File: config.mk
export PLATFORM = sky130hd
export DESIGN_NAME = mem_access_ctrl_flat
export DESIGN_NICKNAME = d
export VERILOG_FILES = /design/src/rtl/mem_access_ctrl_if.sv /design/src/rtl/mem_access_ctrl.sv /design/src/flat_wrapper.sv
export SDC_FILE = /design/constraint.sdc
export NUM_CORES = 1
export LEC_CHECK = 0
export CAP_MARGIN = 20
export CORE_MARGIN = 2
export CORE_UTILIZATION = 44
export CTS_BUF_LIST = sky130_fd_sc_hd__clkbuf_8
export DETAILED_ROUTE_END_ITERATION = 10
export HOLD_SLACK_MARGIN = 0.12
export PLACE_DENSITY = 0.86
export SKIP_LAST_GASP = 1
export SLEW_MARGIN = 15
export SYNTH_ARGS = -nofsm -noshare
export SYNTH_HDL_FRONTEND = slang
export SYNTH_SLANG_ARGS = --single-unit
File: constraint.sdc
create_clock -name clk -period 2.1 [get_ports clk]
set_input_delay 0.42 -clock clk [delete_from_list [all_inputs] [get_ports clk]]
set_output_delay 0.42 -clock clk [all_outputs]
set_load 0.05 [all_outputs]
File: src/rtl/mem_access_ctrl_if.sv
// mem_access_ctrl_if: request/response and memory-bus signals of the memory
// access sequencer, bundled as one interface.
//   master : the sequencer itself (takes requests, drives the memory strobes)
//   slave  : its environment (control unit / data register plus the memory)
interface mem_access_ctrl_if #(
  parameter int ADDR_W = 16
) ();
  // control unit / data register side
  logic              rdReq;
  logic              wrReq;
  logic [ADDR_W-1:0] addrIn;
  logic [15:0]       dWriteIn;
  logic [15:0]       dReadOut;
  logic              mdrLoad;
  logic              done;
  logic              busy;
  logic              busErr;
  // external memory side
  logic [ADDR_W-1:0] memAddr;
  logic [15:0]       memWData;
  logic [15:0]       memRData;
  logic              memCs;
  logic              memWe;
  logic              memAck;

  modport master (
    input  rdReq, wrReq, addrIn, dWriteIn, memRData, memAck,
    output dReadOut, mdrLoad, done, busy, busErr,
    output memAddr, memWData, memCs, memWe
  );

  modport slave (
    output rdReq, wrReq, addrIn, dWriteIn, memRData, memAck,
    input  dReadOut, mdrLoad, done, busy, busErr,
    input  memAddr, memWData, memCs, memWe
  );
endinterface

File: src/rtl/mem_access_ctrl.sv
// mem_access_ctrl: single-request memory access sequencer.
// IDLE -> ACCESS (strobes, wait states, ack) -> HOLD (data setup) -> DONE.
// Every output is a flop loaded from its next-state value.
// Optional feature: define MEM_TIMEOUT_EN to bound ACCESS at TIMEOUT cycles
// and report the expiry on the sticky busErr flag.
module mem_access_ctrl #(
  parameter int ADDR_W      = 16,
  parameter int WAIT_STATES = 0,
  parameter int TIMEOUT     = 255
) (
  input  logic               clk,
  input  logic               reset,
  mem_access_ctrl_if.master  bus
);

  localparam logic [1:0] ST_IDLE   = 2'd0;
  localparam logic [1:0] ST_ACCESS = 2'd1;
  localparam logic [1:0] ST_HOLD   = 2'd2;
  localparam logic [1:0] ST_DONE   = 2'd3;

  localparam logic [7:0] WAIT_LIM    = 8'(WAIT_STATES);
  localparam logic [7:0] TIMEOUT_LIM = 8'(TIMEOUT);

  logic [1:0]        state_q, state_d;
  logic [7:0]        cnt_q, cnt_d;
  logic              op_wr_q, op_wr_d;
  logic [ADDR_W-1:0] mem_addr_q, mem_addr_d;
  logic [15:0]       mem_wdata_q, mem_wdata_d;
  logic [15:0]       d_read_q, d_read_d;
  logic              bus_err_q, bus_err_d;
  logic              mem_cs_q, mem_cs_d;
  logic              mem_we_q, mem_we_d;
  logic              busy_q, busy_d;
  logic              done_q, done_d;
  logic              mdr_load_q, mdr_load_d;

  // counter + 1 in nine bits: bit 8 flags saturation, and comparing cnt+1
  // keeps the wait/timeout tests meaningful even for zero limits
  logic [8:0]        cnt_inc_s;
  logic              wait_met_s;
  logic              ack_exit_s;
  logic              timed_out_s;

  assign cnt_inc_s  = {1'b0, cnt_q} + 9'd1;
  assign wait_met_s = (cnt_inc_s > {1'b0, WAIT_LIM});
  assign ack_exit_s = wait_met_s && bus.memAck;

`ifdef MEM_TIMEOUT_EN
  assign timed_out_s = (cnt_inc_s >= {1'b0, TIMEOUT_LIM});
`else
  // no access limit: ACCESS waits for memAck indefinitely
  assign timed_out_s = 1'b0;
  logic timeout_lim_unused;
  assign timeout_lim_unused = ^TIMEOUT_LIM;
`endif

  // sequencer next-state and datapath next values
  always_comb begin
    state_d     = state_q;
    cnt_d       = cnt_q;
    op_wr_d     = op_wr_q;
    mem_addr_d  = mem_addr_q;
    mem_wdata_d = mem_wdata_q;
    d_read_d    = d_read_q;
    bus_err_d   = bus_err_q;
    case (state_q)
      ST_IDLE: begin
        if (bus.rdReq || bus.wrReq) begin
          state_d    = ST_ACCESS;
          op_wr_d    = bus.wrReq;        // write wins a simultaneous request
          mem_addr_d = bus.addrIn;
          cnt_d      = 8'd0;
          bus_err_d  = 1'b0;
          if (bus.wrReq) begin
            mem_wdata_d = bus.dWriteIn;
          end else begin
            mem_wdata_d = mem_wdata_q;
          end
        end else begin
          state_d = ST_IDLE;
        end
      end
      ST_ACCESS: begin
        if (cnt_inc_s[8]) begin
          cnt_d = cnt_q;
        end else begin
          cnt_d = cnt_inc_s[7:0];
        end
        if (ack_exit_s) begin
          state_d = ST_HOLD;
          if (!op_wr_q) begin
            d_read_d = bus.memRData;
          end else begin
            d_read_d = d_read_q;
          end
        end else if (timed_out_s) begin
          state_d   = ST_HOLD;
          bus_err_d = 1'b1;
        end else begin
          state_d = ST_ACCESS;
        end
      end
      ST_HOLD: begin
        state_d = ST_DONE;
      end
      ST_DONE: begin
        state_d = ST_IDLE;
      end
      default: begin
        state_d = ST_IDLE;
      end
    endcase
  end

  // output flops follow the next state so strobes line up with the state
  always_comb begin
    mem_cs_d   = (state_d == ST_ACCESS);
    mem_we_d   = (state_d == ST_ACCESS) && op_wr_d;
    busy_d     = (state_d != ST_IDLE);
    done_d     = (state_d == ST_DONE);
    mdr_load_d = (state_q == ST_HOLD) && !op_wr_q && !bus_err_q;
  end

  // state, datapath and output registers with synchronous reset
  always_ff @(posedge clk) begin
    if (reset) begin
      state_q     <= ST_IDLE;
      cnt_q       <= 8'd0;
      op_wr_q     <= 1'b0;
      mem_addr_q  <= '0;
      mem_wdata_q <= 16'd0;
      d_read_q    <= 16'd0;
      bus_err_q   <= 1'b0;
      mem_cs_q    <= 1'b0;
      mem_we_q    <= 1'b0;
      busy_q      <= 1'b0;
      done_q      <= 1'b0;
      mdr_load_q  <= 1'b0;
    end else begin
      state_q     <= state_d;
      cnt_q       <= cnt_d;
      op_wr_q     <= op_wr_d;
      mem_addr_q  <= mem_addr_d;
      mem_wdata_q <= mem_wdata_d;
      d_read_q    <= d_read_d;
      bus_err_q   <= bus_err_d;
      mem_cs_q    <= mem_cs_d;
      mem_we_q    <= mem_we_d;
      busy_q      <= busy_d;
      done_q      <= done_d;
      mdr_load_q  <= mdr_load_d;
    end
  end

  assign bus.dReadOut = d_read_q;
  assign bus.mdrLoad  = mdr_load_q;
  assign bus.done     = done_q;
  assign bus.busy     = busy_q;
  assign bus.busErr   = bus_err_q;
  assign bus.memAddr  = mem_addr_q;
  assign bus.memWData = mem_wdata_q;
  assign bus.memCs    = mem_cs_q;
  assign bus.memWe    = mem_we_q;

endmodule
File: src/flat_wrapper.sv
// flat-port wrapper written by rule: the top's interface ports become plain ports
module mem_access_ctrl_flat 
#(
  parameter int ADDR_W      = 16,
  parameter int WAIT_STATES = 0,
  parameter int TIMEOUT     = 255
)
  (clk, reset, bus_rdReq, bus_wrReq, bus_addrIn, bus_dWriteIn, bus_memRData, bus_memAck, bus_dReadOut, bus_mdrLoad, bus_done, bus_busy, bus_busErr, bus_memAddr, bus_memWData, bus_memCs, bus_memWe);
  mem_access_ctrl_if #(.ADDR_W(ADDR_W)) bus_i ();
  input  logic clk;
  input  logic reset;
  input wire logic [$bits(bus_i.rdReq)-1:0] bus_rdReq;
  input wire logic [$bits(bus_i.wrReq)-1:0] bus_wrReq;
  input wire logic [$bits(bus_i.addrIn)-1:0] bus_addrIn;
  input wire logic [$bits(bus_i.dWriteIn)-1:0] bus_dWriteIn;
  input wire logic [$bits(bus_i.memRData)-1:0] bus_memRData;
  input wire logic [$bits(bus_i.memAck)-1:0] bus_memAck;
  output wire logic [$bits(bus_i.dReadOut)-1:0] bus_dReadOut;
  output wire logic [$bits(bus_i.mdrLoad)-1:0] bus_mdrLoad;
  output wire logic [$bits(bus_i.done)-1:0] bus_done;
  output wire logic [$bits(bus_i.busy)-1:0] bus_busy;
  output wire logic [$bits(bus_i.busErr)-1:0] bus_busErr;
  output wire logic [$bits(bus_i.memAddr)-1:0] bus_memAddr;
  output wire logic [$bits(bus_i.memWData)-1:0] bus_memWData;
  output wire logic [$bits(bus_i.memCs)-1:0] bus_memCs;
  output wire logic [$bits(bus_i.memWe)-1:0] bus_memWe;
  assign bus_i.rdReq = bus_rdReq;
  assign bus_i.wrReq = bus_wrReq;
  assign bus_i.addrIn = bus_addrIn;
  assign bus_i.dWriteIn = bus_dWriteIn;
  assign bus_i.memRData = bus_memRData;
  assign bus_i.memAck = bus_memAck;
  assign bus_dReadOut = bus_i.dReadOut;
  assign bus_mdrLoad = bus_i.mdrLoad;
  assign bus_done = bus_i.done;
  assign bus_busy = bus_i.busy;
  assign bus_busErr = bus_i.busErr;
  assign bus_memAddr = bus_i.memAddr;
  assign bus_memWData = bus_i.memWData;
  assign bus_memCs = bus_i.memCs;
  assign bus_memWe = bus_i.memWe;
  mem_access_ctrl #(.ADDR_W(ADDR_W), .WAIT_STATES(WAIT_STATES), .TIMEOUT(TIMEOUT)) u_core (.clk(clk), .reset(reset), .bus(bus_i));
endmodule
==> impl_metrics.tcl <==
set metrics [dict create \
    crit_path_max_fanout 9 \
    root_buffer "clkbuf_8" \
    p_switching_mw 1.01 \
    wl_um 6840 \
    critPathRequiredTime_ps 2360 \
    wl_per_cell_um 13.9 \
    grt_overflow 0 \
    path_clk_slew_ps 70 \
    startpoint_type "flop" \
    power_density_nw_per_um2 829 \
    hold-path-cell-count 2 \
    layout_common_cells "clkdlybuf4s50_1, nand2_1, dfxtp_1" \
    hp-class "flop to flop" \
    start_util 0.459 \
    synth_area_um2 2560 \
    async_flop_share 0 \
    grt_pass1_vias 2446 \
    grt_start_max_net_pins 24 \
    wl_met1_um 2850 \
    route.met3.wl_um 649 \
    portBuffers 105 \
    finalInstanceArea_um2 3850 \
    instances_no_fill 493 \
    setup_viol 0 \
    skew_ps 11.2 \
    power_frac_comb 0.253 \
    syn-instance-count 312 \
    via_count 2562 \
    die_w_um 80.2 \
    setup_slack_ps 162 \
    yosysWarnings 0 \
    cts_sinks 64 \
    maxCapViolations 0 \
    tightest_slew_ps 531 \
    place.gp.congestion 0.859 \
    clockPowerShare 0.325 \
    max_freq_mhz 516 \
    critPathKind "flop to flop" \
    die_h_um 80.2 \
    drtIter0Drc 164 \
    row_count 27 \
    cts_max_path_buffers 2 \
    slowest_stage "dfxtp_1" \
    cts_buffers 9 \
    drc 0 \
    ff2ff_path_depth 6 \
    post_dp_cell_area_um2 3640 \
    dp_hpwl_um 4860 \
    dr.pass1.iters 4 \
    p_sw_frac 0.317 \
    p_int_mw 2.18 \
    syn_nets 366 \
    vias_per_cell 5.20 \
    whs_ps 455 \
    core_area_um2 5570 \
    relSlewSlack 0.645 \
    synth_seq_cells 64 \
    path_cells "ha_1 -> nand3_1 -> nor3_4 -> o221a_4 -> o21ai_0 -> a21oi_1" \
    arrival_ps 2200 \
    ys_types 38 \
    clkLatencyLatePin_ps 340 \
    critical-path-max-stage-delay_ps 410 \
    grt_first_pass_wirelength_um 10700 \
    cts_tree "yes" \
    slew_violations 0 \
    drive_gt1_frac 0.0831 \
    fin_crit_sh 0.923 \
    nFillCells 456 \
    setup_tns_ps 0 \
    fin_crit_ps 1940 \
    dp_cells 476 \
    hold_violations 0 \
    wl_met2_um 3250 \
    synth-seq-area-share 0.501 \
    synth_flop_cell "dfxtp_1" \
    htreeDepth 3 \
    diodes 0 \
    ios 107 \
    hold_buffers 0 \
    seq_power_share 0.421 \
    fin_nets 470 \
    ir_worst_vdd_v 0.000589 \
    pre_cts_ws_ps 167 \
    synth_edf_count 0 \
    top_layer "met4" \
    antenna_found_initial 0 \
    p_leak_nw 1.39 \
    status "complete, no violations" \
    grt.total_usage 0.211 \
    area_growth_pct 50.6 \
    dieArea_um2 6440 \
    ant_nets 0 \
    end_kind "flop" \
    layout_commonest_cell "clkdlybuf4s50_1" \
    syn_avg_cell_area_um2 8.19 \
    grt_setup_unrepaired "false" \
]
[layer usage]
layer	GRT usage	vias to the layer above
li1	-	1283
met1	0.246	1162
met2	0.363	108
met3	0.0584	9
met4	0.0864	0
met5	0	-
[power groups by stage]
| stage | Combinational (mW) | Clock [mW] | Sequential [mW] |
|---|---|---|---|
| 2_1_floorplan | 0.233 | 0 | 1.63 |
| 3_3_place_gp | 0.798 | 0 | 1.37 |
| 3_5_place_dp | 0.806 | 0 | 1.37 |
| 4_1_cts | 0.811 | 1.06 | 1.35 |
| 5_1_grt | 0.871 | 1.10 | 1.35 |
| 6_report | 0.808 | 1.04 | 1.35 |
[logic make-up (layout without fill, tap and decap cells)]
logic type / count (synthesis) / after routing / share of synthesized area
AOI/OAI and AO/OA: 92 / 93 / 0.200
buffers and inverters: 25 / 133 / 0.0587
and+or+nand+nor: 129 / 129 / 0.233
adders and majority gates: 1 / 1 / 0.00489
other: 1 / 1 / 0.00147
DFF: 64 / 64 / 0.501
[metrics by stage]
stage	power, mW	utilization
after floorplan	1.86	-
after global placement	2.17	0.653
after detailed placement	2.18	0.653
after CTS	3.22	0.688
after global routing	3.33	0.691
final	3.19	0.691
[worst max-delay path: cells and delay by family, from the launching register on]
| family | cells | cell delay, ps |
|---|---|---|
| DFF | 1 | 410 |
| AOI/OAI and AO/OA | 3 | 650 |
| and+or+nand+nor | 2 | 550 |
| adders and majority gates | 1 | 270 |
[final timing paths]
check / startpoint / endpoint / slack [ps]
max: u_core.cnt_q[0] / u_core.bus.dReadOut[0] / 160
min: u_core.bus.memWData[14] / u_core.bus.memWData[14] / 460
max reg2reg: u_core.cnt_q[0] / u_core.bus.dReadOut[0] / 160
min reg2reg: u_core.bus.memWData[14] / u_core.bus.memWData[14] / 460
[cell type report]
| type | instances | area (um2) | area share |
|---|---|---|---|
| clock buffer | 10 | 138 | 0.0357 |
| clock inverter | 6 | 60.1 | 0.0156 |
| timing repair buffer | 115 | 1130 | 0.294 |
| sequential | 64 | 1280 | 0.333 |
| tap | 72 | 90.1 | 0.0234 |
| inverter | 2 | 7.51 | 0.00195 |
| multi-input combinational | 224 | 1140 | 0.296 |
[synthesized netlist by cell type, types with 3 or more instances]
master	instances	area, um2
nor2_1	13	48.8
nor3_1	3	15.0
clkbuf_1	11	41.3
a31oi_1	5	31.3
nand3_1	22	110
buf_2	5	25.0
buf_6	4	45.0
nand2_1	71	267
o21ai_0	13	65.1
o21ai_1	9	45.0
dfxtp_1	64	1280
a21oi_1	60	300
nor2b_1	3	18.8
[what timing repair did]
action	in CTS	in global routing
setup buffers	0	0
setup endpoints to repair	0	1
endpoints found under the hold margin	0	0
resized for setup	0	1
[registers in the layout, summed over array words and instances (netlist names)]
register	count
u_core.bus.dReadOut	16
u_core.bus.memCs	1
u_core.op_wr_q	1
u_core.bus.mdrLoad	1
u_core.bus.memWData	16
u_core.bus.done	1
u_core.bus.memWe	1
u_core.bus.busy	1
u_core.state_q	2
u_core.cnt_q	8
u_core.bus.memAddr	16
No activity file was read; power rests on OpenSTA's default activity.
